File: src/rtl/fifo_word_reader.sv
`default_nettype none
// ============================================================================
// Module      : fifo_word_reader
// Description : Pulls words from a trigger-driven word FIFO with a one-clock
//               read strobe, presents each word to a consumer through a
//               valid/accept handshake, counts transfers and flags every
//               completed burst of BURST words.
// Revision    : 1.0 - initial release
// ============================================================================
module fifo_word_reader #(
  parameter int WSIZE = 32,  // word width, matches the FIFO
  parameter int BURST = 4,   // words per burst, power of two >= 2
  parameter int CNTW  = 16   // width of the words_read statistic
) (
  input  logic             clock,
  input  logic             reset_n,
  input  logic             enable,
  input  logic             fifo_empty,
  input  logic [WSIZE-1:0] fifo_read_data,
  output logic             trigger_read,
  output logic [WSIZE-1:0] word_out,
  output logic             word_ready,
  input  logic             pull_word,
  output logic             burst_done,
  output logic [CNTW-1:0]  words_read
);

  // Burst position counter width; BURST is a power of two so the counter
  // wraps modulo BURST by plain binary overflow.
  localparam int c_bcnt_w = (BURST > 2) ? $clog2(BURST) : 1;
  localparam logic [c_bcnt_w-1:0] c_bcnt_last = c_bcnt_w'(BURST - 1);

  // Reader states
  localparam logic [1:0] c_st_idle    = 2'd0;  // waiting for enable and data
  localparam logic [1:0] c_st_req     = 2'd1;  // strobe the FIFO this cycle
  localparam logic [1:0] c_st_wait    = 2'd2;  // let FIFO read_data settle
  localparam logic [1:0] c_st_present = 2'd3;  // word offered to consumer

  logic [1:0]          state_q,        state_d;
  logic                trigger_read_q, trigger_read_d;
  logic [WSIZE-1:0]    word_out_q,     word_out_d;
  logic                word_ready_q,   word_ready_d;
  logic [c_bcnt_w-1:0] bcnt_q,         bcnt_d;
  logic                burst_done_q,   burst_done_d;
  logic [CNTW-1:0]     words_read_q,   words_read_d;

  // A transfer happens only when the consumer accepts a presented word.
  logic xfer;
  assign xfer = word_ready_q & pull_word;

  // Next-state and datapath logic; the strobe is decided one cycle ahead so
  // trigger_read comes straight from a flop and is high only in REQ.
  always_comb begin
    state_d        = state_q;
    trigger_read_d = 1'b0;
    word_out_d     = word_out_q;
    word_ready_d   = word_ready_q;
    bcnt_d         = bcnt_q;
    burst_done_d   = 1'b0;
    words_read_d   = words_read_q;

    case (state_q)
      c_st_idle: begin
        if (enable && !fifo_empty) begin
          state_d        = c_st_req;
          trigger_read_d = 1'b1;
        end
      end

      // fifo_empty and enable are deliberately ignored while a read is in
      // flight; the strobed word is always carried through to PRESENT.
      c_st_req: begin
        state_d = c_st_wait;
      end

      c_st_wait: begin
        word_out_d   = fifo_read_data;
        word_ready_d = 1'b1;
        state_d      = c_st_present;
      end

      c_st_present: begin
        if (xfer) begin
          words_read_d = words_read_q + 1'b1;
          bcnt_d       = bcnt_q + 1'b1;
          burst_done_d = (bcnt_q == c_bcnt_last);
          word_ready_d = 1'b0;
          if (enable && !fifo_empty) begin
            state_d        = c_st_req;
            trigger_read_d = 1'b1;
          end else begin
            state_d = c_st_idle;
          end
        end
      end

      default: begin
        state_d = c_st_idle;
      end
    endcase
  end

  // State and output registers; reset discards any pending word and clears
  // the statistics immediately, without waiting for a clock edge.
  always_ff @(posedge clock or negedge reset_n) begin
    if (!reset_n) begin
      state_q        <= c_st_idle;
      trigger_read_q <= 1'b0;
      word_out_q     <= '0;
      word_ready_q   <= 1'b0;
      bcnt_q         <= '0;
      burst_done_q   <= 1'b0;
      words_read_q   <= '0;
    end else begin
      state_q        <= state_d;
      trigger_read_q <= trigger_read_d;
      word_out_q     <= word_out_d;
      word_ready_q   <= word_ready_d;
      bcnt_q         <= bcnt_d;
      burst_done_q   <= burst_done_d;
      words_read_q   <= words_read_d;
    end
  end

  assign trigger_read = trigger_read_q;
  assign word_out     = word_out_q;
  assign word_ready   = word_ready_q;
  assign burst_done   = burst_done_q;
  assign words_read   = words_read_q;

endmodule
`default_nettype wire

File: config.mk
export PLATFORM = sky130hd
export DESIGN_NAME = fifo_word_reader
export DESIGN_NICKNAME = d
export VERILOG_FILES = /design/src/rtl/fifo_word_reader.sv
export SDC_FILE = /design/constraint.sdc
export NUM_CORES = 1
export LEC_CHECK = 0
export ABC_AREA = 1
export CAP_MARGIN = 0
export CORE_ASPECT_RATIO = 0.9
export CORE_MARGIN = 8
export CORE_UTILIZATION = 25
export DETAILED_ROUTE_END_ITERATION = 8
export SLEW_MARGIN = 40
export SYNTH_ARGS = -nofsm -noshare
export SYNTH_HDL_FRONTEND = slang
export SYNTH_SLANG_ARGS = --single-unit
File: constraint.sdc
create_clock -name clock -period 3 [get_ports clock]
set_clock_uncertainty 0.1 [all_clocks]
set_input_delay 0.6 -clock clock [delete_from_list [all_inputs] [get_ports clock]]
set_output_delay 0.6 -clock clock [all_outputs]
set_load 0.01 [all_outputs]
==> results of run 1 <==
[registers in the layout, indices dropped and copies added, names as in the netlist]
register / cells
burst_done: 1
word_out: 32
words_read: 16
bcnt_q: 2
state_q: 2
word_ready: 1
trigger_read: 1
[area by class of cell]
| class | instances | area (um2) | area share (%) |
|---|---|---|---|
| clock buffer | 6 | 72.6 | 2.08 |
| clock inverter | 2 | 12.5 | 0.359 |
| inverter | 22 | 82.6 | 2.37 |
| multi-input combinational | 191 | 888 | 25.5 |
| sequential | 55 | 1380 | 39.5 |
| tap | 122 | 153 | 4.38 |
| timing repair buffer | 91 | 898 | 25.8 |
[per-stage QoR]
stage                     instances  setup slack (ns)
after CTS                       489             0.904
after floorplan                 275              1.57
final                           489             0.943
after global placement          481             0.977
after detailed placement        481             0.960
after global routing            489             0.856
[kinds of logic (layout without fill, tap and decap cells)]
logic type	count (synthesis)	after routing	share of synthesized area, %
DFF	55	55	58.0
adders and majority gates	6	6	3.16
xor gates and xnor gates	9	9	3.32
AOI/OAI and AO/OA	9	9	2.00
and+or+nand+nor	167	167	28.9
buffers and inverters	29	121	4.59
[worst paths after layout]
kind	start	endpoint	slack [ns]	cells past startpoint
setup / recovery	words_read[6]$_DFFE_PN0P_	words_read[6]	0.94	1
hold / removal	reset_n	words_read[13]$_DFFE_PN0P_	0.12	1
setup reg to reg	state_q[0]$_DFFE_PN0P_	word_out[30]$_DFFE_PN0P_	1.39	6
hold reg to reg	word_out[13]$_DFFE_PN0P_	word_out[13]$_DFFE_PN0P_	0.38	2
max in group asynchronous	reset_n	word_out[2]$_DFFE_PN0P_	2.12	2
min in group clock	word_out[13]$_DFFE_PN0P_	word_out[13]$_DFFE_PN0P_	0.38	2
[power by group through the flow]
stage	sequential [mW]	combinational [mW]	clock [mW]
after floorplan	1.31	0.555	0
after global placement	1.21	1.39	0
after detailed placement	1.21	1.41	0
after CTS	1.20	1.41	0.429
after global routing	1.24	1.56	0.459
final	1.20	1.37	0.404
[cell usage after synthesis]
master / n / area share [%]
sky130_fd_sc_hd__ha_1: 6 / 3.2
sky130_fd_sc_hd__nor2_2: 1 / 0.26
sky130_fd_sc_hd__nand4_1: 6 / 1.6
sky130_fd_sc_hd__o21bai_1: 1 / 0.32
sky130_fd_sc_hd__xnor2_1: 7 / 2.6
sky130_fd_sc_hd__xor2_1: 2 / 0.74
sky130_fd_sc_hd__clkbuf_1: 7 / 1.1
sky130_fd_sc_hd__inv_1: 22 / 3.5
sky130_fd_sc_hd__nand3_4: 1 / 0.74
sky130_fd_sc_hd__nor3_1: 1 / 0.21
sky130_fd_sc_hd__nand3_1: 5 / 1.1
sky130_fd_sc_hd__dfrtp_1: 55 / 58
sky130_fd_sc_hd__nor2_1: 14 / 2.2
sky130_fd_sc_hd__nand3_2: 1 / 0.42
sky130_fd_sc_hd__nor2_4: 2 / 0.95
sky130_fd_sc_hd__nand2_1: 136 / 22
sky130_fd_sc_hd__a21oi_1: 3 / 0.63
sky130_fd_sc_hd__o21ai_0: 5 / 1.1
[worst reg2reg max path, cell delays in order (launching register included)]
cell	delay (ns)
sky130_fd_sc_hd__dfrtp_1	0.36
sky130_fd_sc_hd__inv_1	0.09
sky130_fd_sc_hd__ha_1	0.22
sky130_fd_sc_hd__inv_1	0.29
sky130_fd_sc_hd__buf_4	0.34
sky130_fd_sc_hd__nand2_1	0.09
sky130_fd_sc_hd__nand2_1	0.07
[routing by layer]
metal / track usage (%) / vias up / routed length [um]
met4: 1.62 / 0 / 15
li1: - / 1026 / -
met5: 0 / - / 0
met3: 5.42 / 2 / 623
met1: 11.6 / 918 / 2700
met2: 15.6 / 57 / 2700
==> flow_summary.json, run 1 <==
{
  "status": "completed",
  "area_delta_synth_final_pct": 46.8,
  "cp_top_family": "buffers and inverters",
  "syn-instance-count": 275,
  "chipWidth_um": 119,
  "fin_util_pct": 38.0,
  "worstHoldPathType": "input pin to async pin",
  "path_clk_slew_ns": 0.10,
  "gr-total-overflow": 0,
  "dr.first_iter.drc_count": 51,
  "slowest_stage": "sky130_fd_sc_hd__clkdlybuf4s50_1",
  "num_io_pins": 88,
  "maxClockFrequency_ghz": 0.486,
  "placed_cell_area_um2": 3400,
  "layout_net_count": 409,
  "n_fill_cell": 980,
  "grt_first_pass_wirelength_um": 10400,
  "deepest_clock_path_buffer_count": 2,
  "synth_seq_cells": 55,
  "grt_max_degree": 34,
  "criticalPathCategory": "flip-flop to output pin",
  "power.share.switching_pct": 37.2,
  "grt_setup_unrepaired": "false",
  "finalPower_mw": 2.97,
  "place_congestion": 0.797,
  "critical_path.n_buffers_inverters": 1,
  "power.leakage_nw": 1.67,
  "dp_hpwl_um": 4630,
  "max_slew.worst_pin.slew_ns": 0.430,
  "power_density_nw_per_um2": 853,
  "floorplan_die_height_um": 108,
  "final_min_period_over_clock_period_pct": 68.6,
  "worstSetupEndpointType": "output pin",
  "cpPeakStageDelay_ns": 0.59,
  "post_route_cells_drive_above_1_share_pct": 4.63,
  "antennaDiodeCount": 0,
  "synth.distinct_cells": 18,
  "finalMaxSlewViolations": 0,
  "grt_antenna_before_repair": 0,
  "netlist_area_um2": 2370,
  "post_cts.repair.setup_buffers": 0,
  "hold_violations": 0,
  "root_buffer_cell": "sky130_fd_sc_hd__clkbuf_8",
  "drt-wirelength-per-cell_um": 12.4,
  "htree_num_levels": 2,
  "via_count": 2003,
  "cts.repair.resized": 0,
  "irDropWorstVdd_mv": 0.405,
  "detail_route.vias_per_cell": 4.10,
  "detail-route-antenna-nets": 0,
  "cts_hold_buf": 0,
  "seq_area_frac_synth_pct": 58.0,
  "globalRouteTotalUtil_pct": 9.82,
  "total_switching_power_mw": 1.11,
  "mean_syn_cell_area_um2": 8.63,
  "finalWirelength_um": 6040,
  "finalCriticalPeriod_ns": 2.06,
  "most_common_cell_after_layout_fill_and_taps_aside": "sky130_fd_sc_hd__nand2_1",
  "fin_area_um2": 3480,
  "cts_inserted_buffers": 5,
  "initial_utilization_pct": 25.9,
  "synth_nets": 318,
  "port_buffers": 87,
  "hold_slack_ns": 0.125,
  "number_of_global_route_vias_before_repair": 2162,
  "synth-warning-count": 0,
  "report.final.setup_viol": 0,
  "clk-insertion-delay-late_ns": 0.30,
  "cts_tree": "yes",
  "internal_power_mw": 1.87,
  "seq_power_share_pct": 40.2,
  "fp-row-count": 33,
  "max_cap_viol_count": 0,
  "crit_path_start_kind": "flip-flop",
  "timing.max_slew.rel_slack_pct": 71.3,
  "cts_num_sinks": 55,
  "critical_path.max_fanout": 6,
  "most_frequent_cells_in_the_layout": "136 x sky130_fd_sc_hd__nand2_1, 86 x sky130_fd_sc_hd__clkdlybuf4s50_1, 55 x sky130_fd_sc_hd__dfrtp_1, 22 x sky130_fd_sc_hd__inv_1, 14 x sky130_fd_sc_hd__nor2_1",
  "timing.critical_path.arrival_ns": 1.36,
  "critical_path_data_required_time_ns": 2.30,
  "route.detailed.drc": 0,
  "combinationalPowerShare_pct": 46.2,
  "clock_power_share_pct": 13.6,
  "core_region_area_um2": 9170,
  "detailedRoute.firstPassIterationCount": 4,
  "totalNegativeSetupSlack_ns": 0,
  "worstPathCellList": "clkdlybuf4s50_1",
  "die_area_um2": 12900
}
No activity file was read; power rests on OpenSTA's default activity.
==> run 2, diff against run 1 <==
==> constraint.sdc (replaced) <==
create_clock -name clock -period 2 [get_ports clock]
set_clock_uncertainty 0.1 [all_clocks]
set_input_delay 0.4 -clock clock [delete_from_list [all_inputs] [get_ports clock]]
set_output_delay 0.4 -clock clock [all_outputs]
set_load 0.01 [all_outputs]
==> run 2 against run 1 <==
  * First-iteration DRC count rose by 25%
  * Utilization rose by 0.30 points
  * Largest cell class unchanged
  * Die area did not move
  * Via count fell by 0.30%
  * Worst hold slack improved by 0.26 ns
  * Clock-buffer cell count did not move
  * Clock power rose by 49%
  * Flip-flop and latch count did not move
  * Final cell count rose by 0.41%
  * Critical path type unchanged
==> flow_summary.json, run 2 (same netlist as run 1, synthesis figures left out) <==
{
  "timing.critical_path.arrival_ns": 1.38,
  "maxClockFrequency_ghz": 0.533,
  "reg2reg_from": "state_q[1]$_DFFE_PN0P_",
  "cpPeakStageDelay_ns": 0.59,
  "finalWirelength_um": 5960,
  "finalCriticalPeriod_ns": 1.88,
  "detailedRoute.firstPassIterationCount": 4,
  "detail-route-antenna-nets": 0,
  "dr_wl_met3_um": 582,
  "dp_hpwl_um": 4480,
  "rr_worst_depth": 5,
  "cp_top_family": "buffers and inverters",
  "crit_path_start_kind": "flip-flop",
  "r2r-end": "words_read[10]$_DFFE_PN0P_",
  "hold_violations": 0,
  "most_common_cell_after_layout_fill_and_taps_aside": "sky130_fd_sc_hd__nand2_1",
  "dp_slack_ns": 0.154,
  "dr.first_iter.drc_count": 64,
  "antennaDiodeCount": 0,
  "cts_inserted_buffers": 5,
  "cts_tree": "yes",
  "timing.max_slew.rel_slack_pct": 76.2,
  "globalRouteTotalUtil_pct": 9.77,
  "core_region_area_um2": 9170,
  "grt_max_degree": 56,
  "detail_route.vias_per_cell": 4.07,
  "report.final.setup_viol": 0,
  "fin_area_um2": 3510,
  "worstSetupEndpointType": "output pin",
  "fin_util_pct": 38.3,
  "grt_first_pass_wirelength_um": 10400,
  "wl_met2_um": 2610,
  "totalNegativeSetupSlack_ns": 0,
  "drt-wirelength-per-cell_um": 12.1,
  "top_layer_used": "met4",
  "path_clk_slew_ns": 0.09,
  "chipWidth_um": 119,
  "critical_path_data_required_time_ns": 1.50,
  "slowest_stage": "sky130_fd_sc_hd__clkdlybuf4s50_1",
  "worst_slack_ns": 0.123,
  "power.leakage_nw": 1.68,
  "route.detailed.drc": 0,
  "criticalPathCategory": "flip-flop to output pin",
  "place_congestion": 0.776,
  "critical_path.max_fanout": 6,
  "worstPathCellList": "clkdlybuf4s50_1",
  "fp-row-count": 33,
  "n_fill_cell": 948,
  "timing.hold.worst.start": "word_out[10]$_DFFE_PN0P_",
  "most_frequent_cells_in_the_layout": "136 x sky130_fd_sc_hd__nand2_1, 86 x sky130_fd_sc_hd__clkdlybuf4s50_1, 55 x sky130_fd_sc_hd__dfrtp_1, 22 x sky130_fd_sc_hd__inv_1, 14 x sky130_fd_sc_hd__nor2_1",
  "clk-insertion-delay-late_ns": 0.30,
  "number_of_global_route_vias_before_repair": 2176,
  "final_min_period_over_clock_period_pct": 93.9,
  "reg2reg_slack_ns": 0.46,
  "max_cap_viol_count": 0,
  "floorplan_die_height_um": 108,
  "status": "completed",
  "cts.repair.resized": 0,
  "hold_end": "word_out[10]$_DFFE_PN0P_",
  "irDropWorstVdd_mv": 0.585,
  "largest_register_ffs": 32,
  "cts_num_sinks": 55,
  "port_buffers": 87,
  "worst_hold_path_cells": 2,
  "layout_net_count": 411,
  "power_density_nw_per_um2": 1280,
  "number_of_gates_on_the_worst_path_with_buffers_counted": 1,
  "die_area_um2": 12900,
  "m1WireLength_um": 2720,
  "worstHoldPathType": "flip-flop to flip-flop",
  "initial_utilization_pct": 25.9,
  "area_delta_synth_final_pct": 47.9,
  "root_buffer_cell": "sky130_fd_sc_hd__clkbuf_8",
  "num_io_pins": 88,
  "critical_path.n_buffers_inverters": 1,
  "max_slew.worst_pin.slew_ns": 0.357,
  "gr-total-overflow": 0,
  "placed_cell_area_um2": 3420,
  "post_route_cells_drive_above_1_share_pct": 4.88,
  "grt_antenna_before_repair": 0,
  "grt_setup_unrepaired": "false",
  "deepest_clock_path_buffer_count": 2,
  "via_count": 1997,
  "finalMaxSlewViolations": 0,
  "htree_num_levels": 2
}
## run 2: cell count changes in the layout (fill, tap and decap cells not counted)
cell / previous run / this run
sky130_fd_sc_hd__buf_2: 0 / 1
sky130_fd_sc_hd__buf_12: 0 / 1
sky130_fd_sc_hd__buf_4: 5 / 4
sky130_fd_sc_hd__dlygate4sd3_1: 0 / 1
## run 2: per-layer routing
metal  up-vias  track usage, %
li1       1025               -
met1       908            11.6
met2        57            15.6
met3         7            4.84
met4         0            2.43
met5         -               0
## run 2: area by class of cell
type | count | area (um2) | share of cell area (%)
timing repair buffer | 93 | 926 | 26.4
clock buffer | 6 | 72.6 | 2.07
sequential | 55 | 1380 | 39.2
multi-input combinational | 191 | 888 | 25.3
clock inverter | 2 | 12.5 | 0.356
inverter | 22 | 82.6 | 2.35
tap | 122 | 153 | 4.35
## run 2: where the power goes
part	leakage [nW]	switching (mW)	internal [mW]
registers	0.685	0.267	1.53
clock network	0.0412	0.357	0.246
logic	0.954	1.04	1.05
total	1.68	1.66	2.83
## run 2: stage by stage
| step | total power [mW] | hold slack (ns) | cells |
|---|---|---|---|
| 3_5_place_dp | 3.97 | 0.323 | 482 |
| 2_1_floorplan | 2.80 | 0.00441 | 275 |
| 4_1_cts | 4.60 | 0.382 | 491 |
| 3_3_place_gp | 3.93 | 0.324 | 482 |
| 6_report | 4.49 | 0.380 | 491 |
| 5_1_grt | 4.91 | 0.408 | 491 |
## run 2: repair_timing
item                       CTS  global route
hold buffers                 1             0
setup buffers                0             0
hold endpoints to repair    55             0
setup endpoints to repair    0             0
## run 2: worst max path at each step
stage,start,to
3_3_place_gp,pull_word,words_read[10]$_DFFE_PN0P_
2_1_floorplan,state_q[0]$_DFFE_PN0P_,word_out[10]$_DFFE_PN0P_
5_1_grt,words_read[7]$_DFFE_PN0P_,words_read[7]
3_5_place_dp,pull_word,words_read[10]$_DFFE_PN0P_
4_1_cts,words_read[7]$_DFFE_PN0P_,words_read[7]
6_report,words_read[7]$_DFFE_PN0P_,words_read[7]
